<file path="config.mk">
export PLATFORM = sky130hd
export DESIGN_NAME = cpu_fetch_ctrl
export DESIGN_NICKNAME = d
export VERILOG_FILES = /design/src/rtl/cpu_pkg.sv /design/src/rtl/cpu_pc_reg.sv /design/src/rtl/cpu_fetch_ctrl.sv
export SDC_FILE = /design/constraint.sdc
export NUM_CORES = 1
export LEC_CHECK = 0
export CORE_AREA = 2 2 55 57
export CTS_CLUSTER_DIAMETER = 150
export DETAILED_ROUTE_END_ITERATION = 6
export DIE_AREA = 0 0 57 59
export PLACE_DENSITY_LB_ADDON = 0.15
export SYNTH_ARGS = -nofsm -noshare
export SYNTH_HDL_FRONTEND = slang
export SYNTH_SLANG_ARGS = --single-unit
</file>
<file path="constraint.sdc">
create_clock -name clk -period 2.2 [get_ports clk]
set_clock_uncertainty 0.2 [all_clocks]
set_input_delay 0.22 -clock clk [delete_from_list [all_inputs] [get_ports clk]]
set_output_delay 0.22 -clock clk [all_outputs]
set_load 0.01 [all_outputs]
</file>
<file path="src/rtl/cpu_pkg.sv">
// Shared opcodes, ALU function codes and sequencer state encodings
// for the 4-bit CPU fetch/decode/execute control.
package cpu_pkg;

   localparam logic [3:0] OP_NOP = 4'h0;
   localparam logic [3:0] OP_LDI = 4'h1;
   localparam logic [3:0] OP_ADD = 4'h2;
   localparam logic [3:0] OP_SUB = 4'h3;
   localparam logic [3:0] OP_AND = 4'h4;
   localparam logic [3:0] OP_OR  = 4'h5;
   localparam logic [3:0] OP_JMP = 4'h6;
   localparam logic [3:0] OP_JZ  = 4'h7;
   localparam logic [3:0] OP_HLT = 4'hF;

   localparam logic [2:0] ALU_PASS = 3'b000;
   localparam logic [2:0] ALU_ADD  = 3'b001;
   localparam logic [2:0] ALU_SUB  = 3'b010;
   localparam logic [2:0] ALU_AND  = 3'b011;
   localparam logic [2:0] ALU_OR   = 3'b100;

   typedef enum logic [1:0] {
      S_FETCH  = 2'd0,
      S_DECODE = 2'd1,
      S_EXEC   = 2'd2,
      S_HALT   = 2'd3
   } state_t;

endpackage

</file>
<file path="src/rtl/cpu_pc_reg.sv">
// Program counter with load/increment/hold and natural modulo wrap.
// Load has priority over increment.
module cpu_pc_reg #(
   parameter int PC_WIDTH = 4,
   parameter int RESET_PC = 0
) (
   input  logic                clk,
   input  logic                rst,
   input  logic                inc,
   input  logic                load,
   input  logic [PC_WIDTH-1:0] load_val,
   output logic [PC_WIDTH-1:0] pc
);

   logic [PC_WIDTH-1:0] pc_d;
   logic [PC_WIDTH-1:0] pc_q;

   always_comb begin
      pc_d = pc_q;
      if (load) begin
         pc_d = load_val;
      end else if (inc) begin
         pc_d = pc_q + PC_WIDTH'(1);
      end
   end

   always_ff @(posedge clk or posedge rst) begin
      if (rst) begin
         pc_q <= PC_WIDTH'(RESET_PC);
      end else begin
         pc_q <= pc_d;
      end
   end

   assign pc = pc_q;

endmodule

</file>
<file path="src/rtl/cpu_fetch_ctrl.sv">
// Fetch/decode/execute sequencer for the 4-bit CPU.
// Optional single-step control under CPU_FETCH_SINGLE_STEP_EN.
module cpu_fetch_ctrl
   import cpu_pkg::*;
#(
   parameter int PC_WIDTH    = 4,
   parameter int INSTR_WIDTH = 8,
   parameter int RESET_PC    = 0
) (
   input  logic                   clk,
   input  logic                   rst,
   input  logic                   run,
   input  logic                   manual_mode,
   input  logic                   resume,
   input  logic                   zero_flag,
`ifdef CPU_FETCH_SINGLE_STEP_EN
   input  logic                   step,
   input  logic                   step_mode,
`endif
   input  logic [INSTR_WIDTH-1:0] instruction_in,
   output logic                   mux_sel,
   output logic [PC_WIDTH-1:0]    pc,
   output logic [INSTR_WIDTH-1:0] ir,
   output logic [2:0]             alu_op,
   output logic [3:0]             operand,
   output logic                   acc_we,
   output logic                   illegal,
   output logic                   halted
);

   state_t                 state_q, state_d;
   logic [INSTR_WIDTH-1:0] ir_q, ir_d;
   logic [2:0]             alu_op_q, alu_op_d;
   logic                   acc_we_q, acc_we_d;
   logic                   mux_sel_q, mux_sel_d;
   logic                   illegal_q, illegal_d;
   logic                   halted_q, halted_d;
   logic                   is_jmp_q, is_jmp_d;
   logic                   is_jz_q, is_jz_d;
   logic                   is_ill_q, is_ill_d;
   logic                   is_hlt_q, is_hlt_d;
   logic                   pc_inc;
   logic                   pc_load;
   logic                   fetch_go;
   logic [3:0]             opcode;

   assign opcode = ir_q[INSTR_WIDTH-1 -: 4];

`ifdef CPU_FETCH_SINGLE_STEP_EN
   logic step_q, step_d;

   always_comb begin
      step_d = step;
   end

   always_ff @(posedge clk or posedge rst) begin
      if (rst) begin
         step_q <= 1'b0;
      end else begin
         step_q <= step_d;
      end
   end

   assign fetch_go = run & (~step_mode | (step & ~step_q));
`else
   assign fetch_go = run;
`endif

   always_comb begin
      state_d   = state_q;
      ir_d      = ir_q;
      alu_op_d  = alu_op_q;
      acc_we_d  = 1'b0;
      mux_sel_d = mux_sel_q;
      illegal_d = illegal_q;
      halted_d  = halted_q;
      is_jmp_d  = is_jmp_q;
      is_jz_d   = is_jz_q;
      is_ill_d  = is_ill_q;
      is_hlt_d  = is_hlt_q;
      pc_inc    = 1'b0;
      pc_load   = 1'b0;
      unique case (state_q)
         S_FETCH: begin
            if (fetch_go) begin
               mux_sel_d = manual_mode;
               ir_d      = instruction_in;
               pc_inc    = ~manual_mode;
               state_d   = S_DECODE;
            end
         end
         S_DECODE: begin
            alu_op_d = ALU_PASS;
            is_jmp_d = 1'b0;
            is_jz_d  = 1'b0;
            is_ill_d = 1'b0;
            is_hlt_d = 1'b0;
            // acc_we is registered here so it is high for the EXECUTE cycle only
            unique case (opcode)
               OP_NOP: ;
               OP_LDI: begin alu_op_d = ALU_PASS; acc_we_d = 1'b1; end
               OP_ADD: begin alu_op_d = ALU_ADD;  acc_we_d = 1'b1; end
               OP_SUB: begin alu_op_d = ALU_SUB;  acc_we_d = 1'b1; end
               OP_AND: begin alu_op_d = ALU_AND;  acc_we_d = 1'b1; end
               OP_OR:  begin alu_op_d = ALU_OR;   acc_we_d = 1'b1; end
               OP_JMP: is_jmp_d = 1'b1;
               OP_JZ:  is_jz_d  = 1'b1;
               OP_HLT: is_hlt_d = 1'b1;
               default: is_ill_d = 1'b1;
            endcase
            state_d = S_EXEC;
         end
         S_EXEC: begin
            pc_load = is_jmp_q | (is_jz_q & zero_flag);
            if (is_ill_q) begin
               illegal_d = 1'b1;
            end
            if (is_hlt_q) begin
               state_d  = S_HALT;
               halted_d = 1'b1;
            end else begin
               state_d = S_FETCH;
            end
         end
         S_HALT: begin
            if (resume) begin
               state_d  = S_FETCH;
               halted_d = 1'b0;
            end
         end
         default: state_d = S_FETCH;
      endcase
   end

   always_ff @(posedge clk or posedge rst) begin
      if (rst) begin
         state_q   <= S_FETCH;
         ir_q      <= '0;
         alu_op_q  <= ALU_PASS;
         acc_we_q  <= 1'b0;
         mux_sel_q <= 1'b0;
         illegal_q <= 1'b0;
         halted_q  <= 1'b0;
         is_jmp_q  <= 1'b0;
         is_jz_q   <= 1'b0;
         is_ill_q  <= 1'b0;
         is_hlt_q  <= 1'b0;
      end else begin
         state_q   <= state_d;
         ir_q      <= ir_d;
         alu_op_q  <= alu_op_d;
         acc_we_q  <= acc_we_d;
         mux_sel_q <= mux_sel_d;
         illegal_q <= illegal_d;
         halted_q  <= halted_d;
         is_jmp_q  <= is_jmp_d;
         is_jz_q   <= is_jz_d;
         is_ill_q  <= is_ill_d;
         is_hlt_q  <= is_hlt_d;
      end
   end

   cpu_pc_reg #(
      .PC_WIDTH (PC_WIDTH),
      .RESET_PC (RESET_PC)
   ) u_pc (
      .clk      (clk),
      .rst      (rst),
      .inc      (pc_inc),
      .load     (pc_load),
      .load_val (PC_WIDTH'(ir_q[3:0])),
      .pc       (pc)
   );

   assign mux_sel = mux_sel_q;
   assign ir      = ir_q;
   assign alu_op  = alu_op_q;
   assign operand = ir_q[3:0];
   assign acc_we  = acc_we_q;
   assign illegal = illegal_q;
   assign halted  = halted_q;

endmodule

</file>
==> results of run 1 <==
[flip-flops by register name, summed over array words and instances, names as in the netlist]
register  count
is_jz_q       1
acc_we        1
u_pc.pc       4
is_hlt_q      1
is_jmp_q      1
state_q       2
alu_op        3
is_ill_q      1
ir            8
illegal       1
halted        1
mux_sel       1
[synth_stat cells (all sizes together), types with 3 or more instances]
cell type / instances
a21oi: 6
nor2: 3
o41ai: 3
inv: 4
dfrtp: 25
a21o: 4
nand2: 16
mux2: 7
buf: 7
o21ai: 6
[per-layer routing]
metal / GRT usage (%) / vias to the layer above / part of all wire (%)
li1: - / 435 / -
met1: 20.9 / 428 / 46
met2: 26.1 / 33 / 46
met3: 2.62 / 5 / 6.3
met4: 9.97 / 0 / 2.4
met5: 0 / - / 0
[cell families after synthesis]
| family | Yosys count | synth area share, % |
|---|---|---|
| flops | 25 | 53.2 |
| xor+xnor | 1 | 0.745 |
| simple gates | 33 | 17.0 |
| mux | 7 | 6.70 |
| buf+inv | 13 | 6.49 |
| fa+ha+maj | 1 | 1.06 |
| compound gates | 26 | 14.8 |
[worst register-to-register path, stage by stage, from the launching register on]
cell and delay, ns:
dfrtp_1 0.59, nor2b_1 0.31, a21oi_2 0.12, a21o_1 0.16, a221o_1 0.28
[metrics by stage]
stage	hold slack, ns	cells	power [mW]	setup WS, ns
3_3_place_gp	0.261	166	1.90	0.359
3_5_place_dp	0.266	166	1.93	0.332
4_1_cts	0.0115	170	2.15	0.275
6_report	0.0124	170	2.12	0.310
2_1_floorplan	0.0473	106	1.48	0.580
5_1_grt	0.0369	170	2.29	0.248
[report_power, final]
part	switching [mW]	total, mW	internal (mW)	leakage (nW)
Sequential	0.255	0.910	0.655	0.308
Combinational	0.414	0.996	0.581	0.345
Clock	0.149	0.218	0.0698	0.0139
[worst paths after layout]
| path | start | endpoint | slack (ns) | cells after the start |
|---|---|---|---|---|
| hold / removal | rst | is_jmp_q | 0.01 | 3 |
| min in group clk | instruction_in[4] | ir[4] | 0.23 | 3 |
| setup / recovery | ir[7] | ir[7] | 0.31 | 1 |
| max in group asynchronous | rst | alu_op[0] | 1.55 | 3 |
| hold reg to reg | is_ill_q | illegal | 0.30 | 1 |
| setup reg to reg | state_q[1] | u_pc.pc[3] | 0.43 | 4 |
[layout make-up]
| class | instances | area [um2] | share of cell area [%] |
|---|---|---|---|
| Multi-Input combinational cell | 68 | 474 | 30.4 |
| Timing Repair Buffer | 38 | 375 | 24.1 |
| Inverter | 4 | 15.0 | 0.963 |
| Tap cell | 31 | 38.8 | 2.49 |
| Sequential cell | 25 | 626 | 40.1 |
| Clock buffer | 3 | 22.5 | 1.44 |
| Clock inverter | 1 | 7.51 | 0.482 |
==> run summary, run 1 <==
Crit path largest cell delay = 0.60 ns
Tcrit/Tclk final = 85.9%
CTS Buffer Depth = 2
CP Max Fanout = 9
CTS Hold Bufs = 0
Drt total wl = 2430 um
Die width = 57 um
Post-synth top area share = 53.2%
Htree depth = 1
CTS root buf = clkbuf_4
YS warnings = 0
Clock latency on the worst-skew pair = 0.34 ns
WP data arrival = 1.47 ns
Share of post-route cells with drive strength above 1 = 13.7%
Dpl hpwl = 1730 um
Largest net degree at the start of global routing = 26
Vias in the first global route = 872
Clock Sinks = 25
# diodes = 0
Final Hold Vio Count = 0
HP Class = input port to asynchronous set/reset pin
Largest area contributor in the netlist = dfrtp_1
Post-synth EDFFs = 0
Setup TNS = 0 ns
Total number of vias = 901
Asr flop ratio synth = 100%
Max Cap Violations = 0
Pins over their slew limit = 0
Fin crit period = 1.89 ns
Area grow syn2layout = 32.6%
Post-CTS setup buffer count = 0
Initial antenna violation count = 0
Leak Pwr = 0.668 nW
GP Congestion = 0.786
RSZ-0062 raised after global routing = no
Io pins = 37
Status = completed
CTS tree = yes
Critical Path RT = 1.78 ns
Synth Area per Inst = 11.1 um2
Gr usage total = 16.3%
# rows = 19
Slew @ Worst Pin = 0.532 ns
Peak Freq = 529 MHz
Most frequent cells in the layout = clkdlybuf4s50_1, dfrtp_1, nand2_1
PortBufs = 36
Final core occ = 57.5%
Commonest non-fill, non-tap cell in the layout = clkdlybuf4s50_1
Cell count after synthesis = 106
Seq/Total Area, Yosys = 53.2%
Post-route ant nets = 0
Clock transition at path regs = 0.15 ns
Core area = 2710 um2
CP bufs+invs = 1
DR vias/cell = 5.30
Inserted Clock Buffers = 3
Nets = 155
Mapped Nets = 121
CP delay by family, top = buffers and inverters
Post-cts resize count = 0
Filler cells = 268
Worst path cell trace = clkdlybuf4s50_1
Setup crit start kind = flop
Setup violators final = 0
Crit end category = output port
Drt drc = 0
Total grt overflow = 0
Slowest cell on crit path = clkdlybuf4s50_1
Die area = 3360 um2
First-pass GRT wire length = 4150 um
Routed length per instance = 14.3 um
Post-DP Area = 1530 um2
Peak VDD IR = 0.794 mV
Final Cell Area = 1560 um2
1st-iter DRT viols = 16
Area contributors post-synth = dfrtp_1, mux2_2, nand2_1, buf_4, o21ai_0
Yosys reg bits = 25
Drt first pass iters = 4
Slew margin rel. = 64.5%
Pwr per Cell Area = 1360 nW/um2
Critical path type = flop to output port
Initial Utilization = 43.4%
Library cells used by synthesis = 33
Primary FF master, synth = dfrtp_1
Syn Std Cell Area = 1180 um2
Die Y = 59 um
No activity file was read; power rests on OpenSTA's default activity.
==> run 2: changes to the inputs <==
Settings changed: CELL_PAD_IN_SITES_DETAIL_PLACEMENT from default to 0, CELL_PAD_IN_SITES_GLOBAL_PLACEMENT from default to 1, CORE_AREA 2 2 55 57 to 2 2 62 64, DIE_AREA 0 0 57 59 to 0 0 64 66.
==> run summary, run 2 (synthesis results as in run 1) <==
Slowest cell on crit path = clkdlybuf4s50_1
Worst path cell trace = clkdlybuf4s50_1
Initial Utilization = 33.1% (-10 points)
Max Cap Violations = 0 (unchanged)
Drt total wl = 2290 um (-5.7%)
Total number of vias = 898 (-0.33%)
Final Cell Area = 1580 um2 (+1.6%)
Critical Path RT = 1.78 ns (about the same)
Filler cells = 328 (+22%)
Multi-input logic area = 474 um2 (unchanged)
Slew margin rel. = 66.9% (+2.4 points)
Crit end category = output port
Worst r2r src = state_q[1]
Clock Sinks = 25 (unchanged)
CTS Buffer Depth = 2 (unchanged)
WHS = 0.0331 ns (+0.0207 ns)
Die width = 64 um (+12%)
Seq pwr share = 42.8% (about the same)
Sw Share = 37.6% (-0.94 points)
Post-cts resize count = 0 (unchanged)
Largest register FFs = 8 (unchanged)
Clock transition at path regs = 0.14 ns (about the same)
Post-DP Area = 1560 um2 (+1.9%)
Io pins = 37 (unchanged)
Final core occ = 44.6% (-13 points)
RSZ-0062 raised after global routing = no
Tcrit/Tclk final = 85.7% (-0.22 points)
Peak Freq = 530 MHz (+0.26%)
First-pass GRT wire length = 3950 um (-4.8%)
Die Y = 66 um (+12%)
Initial antenna violation count = 0 (unchanged)
Non-filler cells, final = 188 (+11%)
CTS root buf = clkbuf_4
Nets = 156 (+0.65%)
PortBufs = 36 (unchanged)
Die area = 4220 um2 (+26%)
Logic gate share of total power = 47.3% (+0.4 points)
Leak Pwr = 0.674 nW (+0.92%)
Routed length per instance = 12.2 um (-15%)
R2R cell count = 4 (unchanged)
Final Hold Vio Count = 0 (unchanged)
Slew @ Worst Pin = 0.496 ns (-0.0360 ns)
CTS Hold Bufs = 0 (unchanged)
Critical path type = flop to output port
Drt drc = 0 (unchanged)
Dpl hpwl = 1710 um (-1.2%)
Pins over their slew limit = 0 (unchanged)
Commonest non-fill, non-tap cell in the layout = clkdlybuf4s50_1
CP Max Fanout = 9 (unchanged)
Core area = 3550 um2 (+31%)
Share of post-route cells with drive strength above 1 = 13.6% (-0.098 points)
# diodes = 0 (unchanged)
Setup TNS = 0 ns (unchanged)
CP bufs+invs = 1 (unchanged)
Setup violators final = 0 (unchanged)
Fin crit period = 1.89 ns (-0.00481 ns)
DR vias/cell = 4.78 (-9.9%)
Cell-internal power = 1.32 mW (+0.76%)
Pwr per Cell Area = 1330 nW/um2 (-2.3%)
Post-CTS setup buffer count = 0 (unchanged)
Area grow syn2layout = 34.7%
Status = completed
Inserted Clock Buffers = 3 (unchanged)
Setup crit start kind = flop
GP Congestion = 0.828 (+5.3%)
Flop2flop setup slack = 0.41 ns (-0.02 ns)
WP data arrival = 1.47 ns (about the same)
CTS tree = yes
Switch Pwr = 792 uW (-3.2%)
Gr usage total = 12.4% (-3.9 points)
Largest net degree at the start of global routing = 26 (unchanged)
Post-placement cell count = 184 (+11%)
Peak VDD IR = 0.616 mV (-22%)
# rows = 22 (+3)
Clock latency on the worst-skew pair = 0.32 ns (-0.02 ns)
Htree depth = 1 (unchanged)
Worst r2r dst = u_pc.pc[3]
Most frequent cells in the layout = clkdlybuf4s50_1, dfrtp_1, nand2_1
Vias in the first global route = 859 (-1.5%)
Crit path largest cell delay = 0.61 ns (about the same)
Total grt overflow = 0 (unchanged)
Clock power frac = 9.8% (-0.5 points)
CP delay by family, top = buffers and inverters
Drt first pass iters = 4 (unchanged)
Post-route ant nets = 0 (unchanged)
HP Class = input port to asynchronous set/reset pin
FF/Latch Area = 626 um2 (unchanged)
1st-iter DRT viols = 25 (+9)
run 2: cell types whose count changed in the layout (fill, tap and decap cells not counted), sizes merged:
cell      change
buf           +1
clkbuf        +1
clkinvlp      -1
run 2: worst max-delay path by stage:
| stage | cells past startpoint | end | start |
|---|---|---|---|
| finish | 1 | ir[7] | ir[7] |
| CTS | 1 | ir[7] | ir[7] |
| detailed placement | 5 | u_pc.pc[3] | manual_mode |
| floorplan | 5 | u_pc.pc[3] | state_q[1] |
| global placement | 5 | u_pc.pc[3] | manual_mode |
| global route | 1 | ir[7] | ir[7] |
run 2: per-stage QoR:
step / total power [mW] / setup WS (ns)
finish: 2.11 / 0.315
global route: 2.29 / 0.227
CTS: 2.14 / 0.306
detailed placement: 1.93 / 0.326
global placement: 1.92 / 0.348
floorplan: 1.48 / 0.580
run 2: per-layer routing:
metal | GRT usage (%) | wire [um]
met5 | 0 | 0
met4 | 6.52 | 22
met3 | 3.75 | 128
met2 | 21.2 | 1120
met1 | 13.9 | 1010
run 2: area by class of cell:
class                      instances  area share (%)
timing repair buffer              39            24.2
multi-input combinational         68            29.9
sequential                        25            39.5
clock buffer                       4            1.66
inverter                           4           0.948
tap                               48            3.79
run 2: power by group through the flow:
stage	Clock (mW)	Combinational (mW)	Sequential, mW
after floorplan	0	0.592	0.890
after global placement	0	1.00	0.914
after detailed placement	0	1.01	0.920
after CTS	0.215	1.01	0.910
after global routing	0.242	1.10	0.948
final	0.207	0.998	0.903
==> run 3: changes to the inputs <==
Settings changed: CORE_AREA 2 2 62 64 to 2 2 61 63, CTS_BUF_LIST from default to sky130_fd_sc_hd__clkbuf_4 sky130_fd_sc_hd__clkbuf_8, DIE_AREA 0 0 64 66 to 0 0 63 65.
==> run summary, run 3 (synthesis results as in run 1) <==
Vias in the first global route = 954 (+11%)
Clock latency on the worst-skew pair = 0.32 ns (about the same)
Worst path cell trace = clkdlybuf4s50_1
Max Cap Violations = 0 (unchanged)
Clock Sinks = 25 (unchanged)
CP Max Fanout = 9 (unchanged)
Flop2flop setup slack = 0.38 ns (-0.03 ns)
# diodes = 0 (unchanged)
HP Class = input port to asynchronous set/reset pin
Post-cts resize count = 0 (unchanged)
Peak Freq = 533 MHz (+0.40%)
Drt first pass iters = 3 (-1)
GP Congestion = 0.766 (-7.4%)
Largest register FFs = 8 (unchanged)
Logic gate share of total power = 47.2% (about the same)
Largest net degree at the start of global routing = 26 (unchanged)
Die area = 4100 um2 (-3.1%)
Crit end category = output port
Clock transition at path regs = 0.14 ns (about the same)
Crit path largest cell delay = 0.60 ns (about the same)
Pwr per Cell Area = 1340 nW/um2 (+0.74%)
1st-iter DRT viols = 34 (+36%)
Critical path depth in cells = 1 (unchanged)
Cell-internal power = 1.31 mW (-0.30%)
Post-route ant nets = 0 (unchanged)
Slew margin rel. = 65.7% (-1.2 points)
Post-CTS setup buffer count = 0 (unchanged)
Status = completed
Met1 Usage GRT = 17.6% (+3.7 points)
Setup crit start kind = flop
Fin crit period = 1.88 ns (-0.00759 ns)
WP data arrival = 1.46 ns (about the same)
Initial antenna violation count = 0 (unchanged)
CTS root buf = clkbuf_4
Gr usage total = 14.2% (+1.8 points)
Tcrit/Tclk final = 85.3% (-0.35 points)
Area grow syn2layout = 34.8% (about the same)
Io pins = 37 (unchanged)
Most frequent cells in the layout = clkdlybuf4s50_1, dfrtp_1, nand2_1
Total number of vias = 894 (-0.45%)
Nets = 156 (unchanged)
Leak Pwr = 0.677 nW (+0.40%)
FF/Latch Area = 626 um2 (unchanged)
Final Hold Vio Count = 0 (unchanged)
Worst r2r src = state_q[1]
GR peak layer = met2
Post-placement cell count = 184 (unchanged)
Critical path type = flop to output port
Die width = 63 um (-1.6%)
Post-DP Area = 1560 um2 (unchanged)
Filler cells = 354 (+7.9%)
Non-filler cells, final = 188 (unchanged)
Htree depth = 1 (unchanged)
First-pass GRT wire length = 4470 um (+13%)
Commonest non-fill, non-tap cell in the layout = clkdlybuf4s50_1
Seq pwr share = 43.1% (+0.3 points)
Dpl hpwl = 1780 um (+4.1%)
Pins over their slew limit = 0 (unchanged)
Peak VDD IR = 0.551 mV (-11%)
Drt drc = 0 (unchanged)
CP bufs+invs = 1 (unchanged)
Slowest cell on crit path = clkdlybuf4s50_1
Worst slack, placed = 0.298 ns (-0.0279 ns)
RSZ-0062 raised after global routing = no
WHS = 0.0306 ns (-0.00257 ns)
Final setup margin = 0.323 ns (+0.00759 ns)
DR vias/cell = 4.76 (-0.45%)
R2R cell count = 4 (unchanged)
CTS Buffer Depth = 2 (unchanged)
PortBufs = 36 (unchanged)
Drt total wl = 2490 um (+8.7%)
CTS Hold Bufs = 0 (unchanged)
Slew @ Worst Pin = 0.514 ns (+0.0183 ns)
Setup TNS = 0 ns (unchanged)
Routed length per instance = 13.2 um (+8.7%)
Share of post-route cells with drive strength above 1 = 14.3% (+0.71 points)
Critical Path RT = 1.78 ns (about the same)
Core area = 3500 um2 (-1.6%)
Switch Pwr = 813 uW (+2.7%)
Final core occ = 45.3% (+0.74 points)
Worst r2r dst = u_pc.pc[3]
Met2 Usage GRT = 23.7% (+2.4 points)
Sw Share = 38.3% (+0.69 points)
Initial Utilization = 33.6% (+0.52 points)
Inserted Clock Buffers = 3 (unchanged)
Clock power frac = 9.7% (about the same)
Total grt overflow = 0 (unchanged)
Die Y = 65 um (-1.5%)
Final Cell Area = 1590 um2 (about the same)
CP delay by family, top = buffers and inverters
Total Power = 2.13 mW (+0.82%)
CTS tree = yes
Met3 usage = 2.60% (-1.1 points)
Setup violators final = 0 (unchanged)
Multi-input logic area = 474 um2 (unchanged)
# rows = 22 (unchanged)
-- run 3: cell count changes in the layout (fill, tap and decap cells not counted), sizes merged --
cell and change:
clkbuf -1, clkinv +1
-- run 3: power by group through the flow --
stage / sequential (mW) / clock, mW / combinational, mW
floorplan: 0.890 / 0 / 0.592
global placement: 0.923 / 0 / 1.00
detailed placement: 0.930 / 0 / 1.01
CTS: 0.923 / 0.221 / 1.02
global route: 0.962 / 0.240 / 1.11
finish: 0.915 / 0.207 / 1.00
-- run 3: cell type report --
cell class	instances	area share, %
clock buffer	3	1.42
clock inverter	1	0.316
inverter	4	0.947
multi-input combinational	68	29.9
sequential	25	39.5
tap	48	3.79
timing repair buffer	39	24.2
-- run 3: worst max path at each step --
stage	slack [ns]	startpoint	endpoint
finish	0.32	ir[7]	ir[7]
global route	0.25	ir[7]	ir[7]
CTS	0.29	ir[7]	ir[7]
detailed placement	0.30	manual_mode	u_pc.pc[3]
global placement	0.33	manual_mode	u_pc.pc[3]
floorplan	0.58	state_q[1]	u_pc.pc[3]
-- run 3: metal layers --
metal / part of all wire [%] / wire length (um)
met5: 0 / 0
met4: 0.92 / 23
met3: 4.0 / 100
met2: 48 / 1200
met1: 47 / 1170
